--- src/rtl/qspis_pkg.sv ---
// qspis_pkg: shared types and constants for the SPI-slave AXI-to-OBI bridge.
//   state_e           - bridge FSM states
//   Resp*/Burst*      - AXI response and burst encodings
//   burst_unsupported - flags bursts that must be answered without touching OBI
package qspis_pkg;

  typedef enum logic [2:0] {
    StIdle,
    StWrData,
    StWrReq,
    StWrRsp,
    StWrB,
    StRdReq,
    StRdRsp,
    StRdData
  } state_e;

  localparam logic [1:0] RespOkay   = 2'b00;
  localparam logic [1:0] RespSlvErr = 2'b10;

  localparam logic [1:0] BurstFixed = 2'b00;
  localparam logic [1:0] BurstIncr  = 2'b01;

  // WRAP, reserved burst types and beats wider than the 32-bit bus are not served.
  function automatic logic burst_unsupported(input logic [1:0] burst, input logic [2:0] size);
    return !((burst == BurstFixed) || (burst == BurstIncr)) || (size > 3'd2);
  endfunction

endpackage

--- src/rtl/spis_axi2obi_addr_gen.sv ---
// spis_axi2obi_addr_gen: beat address and beat counter for one AXI burst.
//   clk_i, rst_i : clock, synchronous active-high reset
//   load_i       : latch a new burst (addr/len/size/burst), beat counter to 0
//   step_i       : advance to the next beat
//   addr_o       : current (unaligned) beat address
//   last_o       : current beat is the final one (beat == len)
module spis_axi2obi_addr_gen
  import qspis_pkg::*;
#(
  parameter int unsigned ADDR_WIDTH = 32
) (
  input  logic                  clk_i,
  input  logic                  rst_i,
  input  logic                  load_i,
  input  logic                  step_i,
  input  logic [ADDR_WIDTH-1:0] addr_i,
  input  logic [7:0]            len_i,
  input  logic [2:0]            size_i,
  input  logic [1:0]            burst_i,
  output logic [ADDR_WIDTH-1:0] addr_o,
  output logic                  last_o
);

  logic [ADDR_WIDTH-1:0] addr_q, addr_d;
  logic [7:0]            beat_q, beat_d;
  logic [7:0]            len_q;
  logic [2:0]            size_q;
  logic [1:0]            burst_q;

  always_comb begin
    addr_d = addr_q;
    beat_d = beat_q;
    if (load_i) begin
      addr_d = addr_i;
      beat_d = '0;
    end else if (step_i) begin
      beat_d = beat_q + 8'd1;
      // FIXED bursts keep hitting the same address.
      if (burst_q == BurstIncr) begin
        addr_d = addr_q + (ADDR_WIDTH'(1) << size_q);
      end
    end
  end

  always_ff @(posedge clk_i) begin
    if (rst_i) begin
      addr_q  <= '0;
      beat_q  <= '0;
      len_q   <= '0;
      size_q  <= '0;
      burst_q <= '0;
    end else begin
      addr_q <= addr_d;
      beat_q <= beat_d;
      if (load_i) begin
        len_q   <= len_i;
        size_q  <= size_i;
        burst_q <= burst_i;
      end
    end
  end

  assign addr_o = addr_q;
  assign last_o = (beat_q == len_q);

endmodule

--- src/rtl/spis_axi2obi.sv ---
// spis_axi2obi: AXI slave (fed by the SPI-slave AXI master) driving the X-HEEP OBI bus.
// One burst at a time, one OBI transaction per beat.
//   clk_i, rst_i         : clock, synchronous active-high reset
//   aw_* / w_* / b_*     : AXI write address, data and response channels
//   ar_* / r_*           : AXI read address and data channels
//   req_o..err_i         : OBI master port (32-bit data)
module spis_axi2obi
  import qspis_pkg::*;
#(
  parameter int unsigned ADDR_WIDTH = 32,
  parameter int unsigned ID_WIDTH   = 3
) (
  input  logic                  clk_i,
  input  logic                  rst_i,
  input  logic                  aw_valid_i,
  output logic                  aw_ready_o,
  input  logic [ADDR_WIDTH-1:0] aw_addr_i,
  input  logic [7:0]            aw_len_i,
  input  logic [2:0]            aw_size_i,
  input  logic [1:0]            aw_burst_i,
  input  logic [ID_WIDTH-1:0]   aw_id_i,
  input  logic                  w_valid_i,
  output logic                  w_ready_o,
  input  logic [31:0]           w_data_i,
  input  logic [3:0]            w_strb_i,
  input  logic                  w_last_i,
  output logic                  b_valid_o,
  input  logic                  b_ready_i,
  output logic [1:0]            b_resp_o,
  output logic [ID_WIDTH-1:0]   b_id_o,
  input  logic                  ar_valid_i,
  output logic                  ar_ready_o,
  input  logic [ADDR_WIDTH-1:0] ar_addr_i,
  input  logic [7:0]            ar_len_i,
  input  logic [2:0]            ar_size_i,
  input  logic [1:0]            ar_burst_i,
  input  logic [ID_WIDTH-1:0]   ar_id_i,
  output logic                  r_valid_o,
  input  logic                  r_ready_i,
  output logic [31:0]           r_data_o,
  output logic [1:0]            r_resp_o,
  output logic                  r_last_o,
  output logic [ID_WIDTH-1:0]   r_id_o,
  output logic                  req_o,
  input  logic                  gnt_i,
  output logic [ADDR_WIDTH-1:0] addr_o,
  output logic                  we_o,
  output logic [3:0]            be_o,
  output logic [31:0]           wdata_o,
  input  logic                  rvalid_i,
  input  logic [31:0]           rdata_i,
  input  logic                  err_i
);

  state_e                state_q, state_d;
  logic                  prio_q;   // 1: read wins the next AW/AR collision
  logic [ID_WIDTH-1:0]   id_q;
  logic                  err_q;    // sticky burst error, drives b_resp_o
  logic                  bad_q;    // unsupported burst: no OBI traffic
  logic [31:0]           wdata_q;
  logic [3:0]            wstrb_q;
  logic [31:0]           rdata_q;
  logic [1:0]            rresp_q;

  logic                  aw_hs, ar_hs, w_hs, load, step, last;
  logic [ADDR_WIDTH-1:0] beat_addr, obi_addr, ld_addr;
  logic [7:0]            ld_len;
  logic [2:0]            ld_size;
  logic [1:0]            ld_burst;
  logic                  ld_bad;

  assign aw_hs    = aw_valid_i & aw_ready_o;
  assign ar_hs    = ar_valid_i & ar_ready_o;
  assign w_hs     = w_valid_i & w_ready_o;
  assign load     = aw_hs | ar_hs;
  assign ld_addr  = aw_hs ? aw_addr_i : ar_addr_i;
  assign ld_len   = aw_hs ? aw_len_i : ar_len_i;
  assign ld_size  = aw_hs ? aw_size_i : ar_size_i;
  assign ld_burst = aw_hs ? aw_burst_i : ar_burst_i;
  assign ld_bad   = burst_unsupported(ld_burst, ld_size);
  assign obi_addr = beat_addr & ~(ADDR_WIDTH'(3));

  // Advance only while beats remain; the counter alone decides where a burst ends.
  assign step = !last & (((state_q == StWrData) & w_hs & bad_q) |
                         ((state_q == StWrRsp) & rvalid_i) |
                         ((state_q == StRdData) & r_ready_i));

  spis_axi2obi_addr_gen #(
    .ADDR_WIDTH(ADDR_WIDTH)
  ) u_addr_gen (
    .clk_i  (clk_i),
    .rst_i  (rst_i),
    .load_i (load),
    .step_i (step),
    .addr_i (ld_addr),
    .len_i  (ld_len),
    .size_i (ld_size),
    .burst_i(ld_burst),
    .addr_o (beat_addr),
    .last_o (last)
  );

  always_ff @(posedge clk_i) begin
    if (rst_i) state_q <= StIdle;
    else       state_q <= state_d;
  end

  always_comb begin
    state_d = state_q;
    unique case (state_q)
      StIdle: begin
        if (aw_hs)      state_d = StWrData;
        else if (ar_hs) state_d = ld_bad ? StRdData : StRdReq;
      end
      StWrData: begin
        if (w_valid_i) begin
          if (!bad_q)    state_d = StWrReq;
          else if (last) state_d = StWrB;
        end
      end
      StWrReq:  if (gnt_i) state_d = StWrRsp;
      StWrRsp:  if (rvalid_i) state_d = last ? StWrB : StWrData;
      StWrB:    if (b_ready_i) state_d = StIdle;
      StRdReq:  if (gnt_i) state_d = StRdRsp;
      StRdRsp:  if (rvalid_i) state_d = StRdData;
      StRdData: begin
        if (r_ready_i) begin
          if (last)       state_d = StIdle;
          else if (bad_q) state_d = StRdData;
          else            state_d = StRdReq;
        end
      end
      default: state_d = StIdle;
    endcase
  end

  always_comb begin
    aw_ready_o = 1'b0;
    ar_ready_o = 1'b0;
    w_ready_o  = 1'b0;
    b_valid_o  = 1'b0;
    b_resp_o   = RespOkay;
    b_id_o     = id_q;
    r_valid_o  = 1'b0;
    r_data_o   = rdata_q;
    r_resp_o   = RespOkay;
    r_last_o   = 1'b0;
    r_id_o     = id_q;
    req_o      = 1'b0;
    we_o       = 1'b0;
    be_o       = 4'h0;
    addr_o     = '0;
    wdata_o    = '0;
    unique case (state_q)
      StIdle: begin
        aw_ready_o = aw_valid_i & (~ar_valid_i | ~prio_q);
        ar_ready_o = ar_valid_i & (~aw_valid_i | prio_q);
      end
      StWrData: w_ready_o = 1'b1;
      StWrReq: begin
        req_o   = 1'b1;
        we_o    = 1'b1;
        be_o    = wstrb_q;
        addr_o  = obi_addr;
        wdata_o = wdata_q;
      end
      StWrB: begin
        b_valid_o = 1'b1;
        b_resp_o  = err_q ? RespSlvErr : RespOkay;
      end
      StRdReq: begin
        req_o  = 1'b1;
        be_o   = 4'hF;
        addr_o = obi_addr;
      end
      StRdData: begin
        r_valid_o = 1'b1;
        r_resp_o  = rresp_q;
        r_last_o  = last;
      end
      default: ;
    endcase
  end

  always_ff @(posedge clk_i) begin
    if (rst_i) begin
      prio_q  <= 1'b0;
      id_q    <= '0;
      err_q   <= 1'b0;
      bad_q   <= 1'b0;
      wdata_q <= '0;
      wstrb_q <= '0;
      rdata_q <= '0;
      rresp_q <= RespOkay;
    end else begin
      if (load) begin
        prio_q <= ~prio_q;
        id_q   <= aw_hs ? aw_id_i : ar_id_i;
        bad_q  <= ld_bad;
        err_q  <= ld_bad;
      end
      // Unsupported reads return zero data with SLVERR on every beat.
      if (ar_hs) begin
        rdata_q <= '0;
        rresp_q <= ld_bad ? RespSlvErr : RespOkay;
      end
      if (w_hs) begin
        wdata_q <= w_data_i;
        wstrb_q <= w_strb_i;
        if (w_last_i != last) err_q <= 1'b1;
      end
      if ((state_q == StWrRsp) && rvalid_i && err_i) err_q <= 1'b1;
      if ((state_q == StRdRsp) && rvalid_i) begin
        rdata_q <= rdata_i;
        rresp_q <= err_i ? RespSlvErr : RespOkay;
      end
    end
  end

endmodule

--- config.mk ---
export PLATFORM = sky130hd
export DESIGN_NAME = spis_axi2obi
export DESIGN_NICKNAME = d
export VERILOG_FILES = /design/src/rtl/qspis_pkg.sv /design/src/rtl/spis_axi2obi_addr_gen.sv /design/src/rtl/spis_axi2obi.sv
export SDC_FILE = /design/constraint.sdc
export NUM_CORES = 1
export LEC_CHECK = 0
export CORE_MARGIN = 2
export CORE_UTILIZATION = 30
export CTS_CLUSTER_DIAMETER = 30
export DETAILED_ROUTE_END_ITERATION = 7
export GPL_TIMING_DRIVEN = 0
export PLACE_DENSITY = 0.62
export RECOVER_POWER = 25
export REMOVE_ABC_BUFFERS = 1
export SYNTH_ARGS = -nofsm -noshare
export SYNTH_HDL_FRONTEND = slang
export SYNTH_SLANG_ARGS = --single-unit
export TNS_END_PERCENT = 50
--- constraint.sdc ---
create_clock -name clk_i -period 3.2 [get_ports clk_i]
set_input_delay 0.64 -clock clk_i [delete_from_list [all_inputs] [get_ports clk_i]]
set_output_delay 0.64 -clock clk_i [all_outputs]
set_load 0.02 [all_outputs]
==> impl_metrics.env <==
export IMPL_fin_ws_ns=0.135
export IMPL_worstSkewPairLatency_ns=0.43
export IMPL_critPathArrivalTime_ns=2.42
export IMPL_hold_end="wdata_q[23]"
export IMPL_fin_util=0.468
export IMPL_drc=0
export IMPL_critical_path_top_delay_family="simple AND/OR/NAND/NOR gates"
export IMPL_fin_crit_sh=0.958
export IMPL_cts_root_buf="clkbuf_16"
export IMPL_finalSetupViolCount=0
export IMPL_ant_nets=0
export IMPL_gp_congestion=0.777
export IMPL_critPathBufInv=1
export IMPL_wl_per_cell_um=16.2
export IMPL_yosys_warnings=0
export IMPL_rr_endpoint="u_addr_gen.addr_o[14]"
export IMPL_reg2reg_depth=9
export IMPL_whs_path_depth=2
export IMPL_grt_max_degree=81
export IMPL_placed_area_um2=10200
export IMPL_wirelength_um=24500
export IMPL_slowest_delay_ns=0.63
export IMPL_critical_path_class="flop to output port"
export IMPL_fill_cells=2377
export IMPL_cts_path_max_buffers=2
export IMPL_drtPass1Iterations=5
export IMPL_start_kind="flop"
export IMPL_hp_class="flop to flop"
export IMPL_die_area_um2=25000
export IMPL_cts_tree="yes"
export IMPL_p_total_mw=7.89
export IMPL_coreArea_um2=23400
export IMPL_avgSynthCellArea_um2=7.58
export IMPL_slew_violations=76
export IMPL_viasPerCell=4.97
export IMPL_r2r_start="u_addr_gen.size_q[0]"
export IMPL_via_count=7522
export IMPL_layout_min_cycle_time_ns=3.06
export IMPL_min_from="wdata_q[23]"
export IMPL_yosys_top_cells_area="dfxtp_1 37%, nand2_1 11%, a21oi_1 6.8%"
export IMPL_synth_top_area_share=0.368
export IMPL_grt_overflow_total=0
export IMPL_slew_headroom=-0.0212
export IMPL_nets=1367
export IMPL_path_max_fanout=18
export IMPL_power_density_nw_per_um2=721
export IMPL_postSynth_asyncResetShare=0
export IMPL_initial_core_util=0.304
export IMPL_max_freq_ghz=0.326
export IMPL_yosys_area_top_type="dfxtp_1"
export IMPL_tightest_slew_ns=1.53
export IMPL_ys_ff_latch=131
export IMPL_r2r_setup_slack_ns=0.24
export IMPL_required_ns=2.56
export IMPL_rows=56
export IMPL_cts_sinks=131
export IMPL_hold_viol_final=0
export IMPL_cts_clk_slew_worst_paths_ns=0.06
export IMPL_htree_levels=4
export IMPL_io_pins=293
export IMPL_status="finished, violations left"
export IMPL_crit_chain="and3_2 > or2_4 > and2_1 > clkdlybuf4s50_1"
export IMPL_diodes=0
export IMPL_crit_slowest_cell="clkdlybuf4s50_1"
export IMPL_drv_cap=1
export IMPL_syn_inst=940
export IMPL_numCtsBuffers=17
export IMPL_chipWidth_um=158
export IMPL_grt_antenna_before_repair=0
export IMPL_violations="max-capacitance violations, max-slew violations"
export IMPL_dp_hpwl_um=16900
export IMPL_drtIter0Drc=425
export IMPL_area_delta_synth_final_pct=53.6
export IMPL_dieHeight_um=158
export IMPL_critPathCaptureType="output port"
export IMPL_ir_drop_uv=529
export IMPL_synth_edf_count=0
export IMPL_setup_tns_ns=0
export IMPL_synthesis_area_um2=7120
export IMPL_grt_usage=0.193
export IMPL_cp_startpoint="state_q[2]"
export IMPL_rsz0062_at_grt="true"
export IMPL_port_buffers=288
export IMPL_leakage_nw=4.16
export IMPL_skew_ns=0.0242
export IMPL_grt_pass1_wl_um=38100
export IMPL_finish_instance_area_um2=10900
export IMPL_synth_ff_type="dfxtp_1"
export IMPL_place_ws_ns=-0.797
export IMPL_synth_cell_type_count=71
export IMPL_cts_hold_fix_buffers=0
export IMPL_grt_pass1_vias=7084
export IMPL_drive_gt1_frac=0.0670
export IMPL_yosysSeqAreaShare=0.368
==> placed cells by master, fill, tap and decap left out, drive strengths merged, types with 4 or more instances in the layout <==
cell and n:
buf 12, dlygate4sd3 39, conb 4, a21oi 97
ha 9, and3 12, o21ai 17, mux2i 5
a2111oi 6, nor3b 4, nor3 16, and2 71
nand3 51, and4 6, bufinv 4, clkinv 4
a311oi 23, inv 16, nand2b 6, nand4 9
xor2 8, a31oi 7, a21o 7, xnor2 17
nor2 57, mux2 7, or3 9, clkbuf 20
o22ai 9, nand2 205, o21a 5, clkdlybuf4s50 241
dfxtp 131, a211oi 7
==> per-layer routing <==
layer  GRT usage  share of wire
met4      0.0644          0.019
met3      0.0342          0.046
met5           0              0
met1       0.247           0.45
met2       0.328           0.49
==> Yosys cell counts (12+ instances only) <==
| library cell | count |
|---|---|
| o21ai_0 | 16 |
| and3_1 | 12 |
| nor2_1 | 56 |
| a21oi_1 | 97 |
| dfxtp_1 | 131 |
| nand2_1 | 205 |
| clkbuf_1 | 53 |
| buf_4 | 12 |
| inv_1 | 12 |
| and2_1 | 71 |
| nand3_1 | 50 |
| a311oi_1 | 22 |
| xnor2_1 | 17 |
| nor3_1 | 14 |
==> through the flow <==
| stage | instances | hold slack (ns) |
|---|---|---|
| 2_1_floorplan | 863 | 0.426 |
| 3_3_place_gp | 1470 | 0.437 |
| 3_5_place_dp | 1478 | 0.442 |
| 4_1_cts | 1512 | 0.451 |
| 5_1_grt | 1513 | 0.467 |
| 6_report | 1513 | 0.448 |
==> state kept, by name, indices dropped and copies added, names as in the netlist <==
| signal | flops |
|---|---|
| u_addr_gen.len_q | 8 |
| prio_q | 1 |
| r_data_o | 32 |
| wdata_q | 32 |
| wstrb_q | 4 |
| bad_q | 1 |
| err_q | 1 |
| u_addr_gen.beat_q | 8 |
| u_addr_gen.burst_q | 2 |
| b_id_o | 3 |
| state_q | 3 |
| rresp_q | 1 |
| u_addr_gen.size_q | 3 |
| u_addr_gen.addr_o | 32 |
==> worst max-delay path by stage <==
| stage | cells after the start | slack, ns | end |
|---|---|---|---|
| 6_report | 4 | 0.14 | addr_o[21] |
| 5_1_grt | 5 | -0.04 | r_last_o |
| 4_1_cts | 9 | 0.008 | u_addr_gen.addr_o[31] |
| 3_5_place_dp | 6 | -0.80 | aw_ready_o |
| 3_3_place_gp | 5 | -4.22 | u_addr_gen.addr_o[21] |
| 2_1_floorplan | 4 | -0.66 | addr_o[10] |
==> worst register-to-register path: stages, from the launching register on <==
cell	delay, ns
dfxtp_1	0.48
nor3_1	0.11
ha_1	0.22
fa_1	0.41
a21o_1	0.24
a221oi_4	0.33
o21ai_1	0.28
nor2b_2	0.28
mux2i_1	0.18
a2111oi_2	0.34
==> final cells by class <==
class                           instances  area [µm²]  share of cell area
Inverter                               13        60.1             0.00549
Clock inverter                         13         198              0.0181
Multi-Input combinational cell        720        4200               0.384
Sequential cell                       131        2630               0.240
Timing Repair Buffer                  299        3020               0.276
Clock buffer                           18         439              0.0401
Tap cell                              319         399              0.0365
==> kinds of logic (layout without fill, tap and decap cells) <==
group,count (synthesis),count (layout),share of synthesized area
AOI/OAI and AO/OA,206,206,0.194
xor gates and xnor gates,25,25,0.0307
adders and majority gates,10,10,0.0186
buffers and inverters,93,343,0.0571
DFF,131,131,0.368
muxes,12,12,0.0181
other,1,4,0.000526
and+or+nand+nor,462,463,0.313
==> power breakdown <==
group          switching (mW)  internal [mW]
logic                    1.92           1.42
clock network           0.811           1.34
registers               0.409           2.00
==> what timing repair did <==
action,4_1_cts,5_1_grt
resized for setup,17,9
pin swaps,2,1
cloned,1,0
buffers inserted,2,1
endpoints found under the setup margin,71,41
Note: power is estimated with default switching activity, not from simulation.
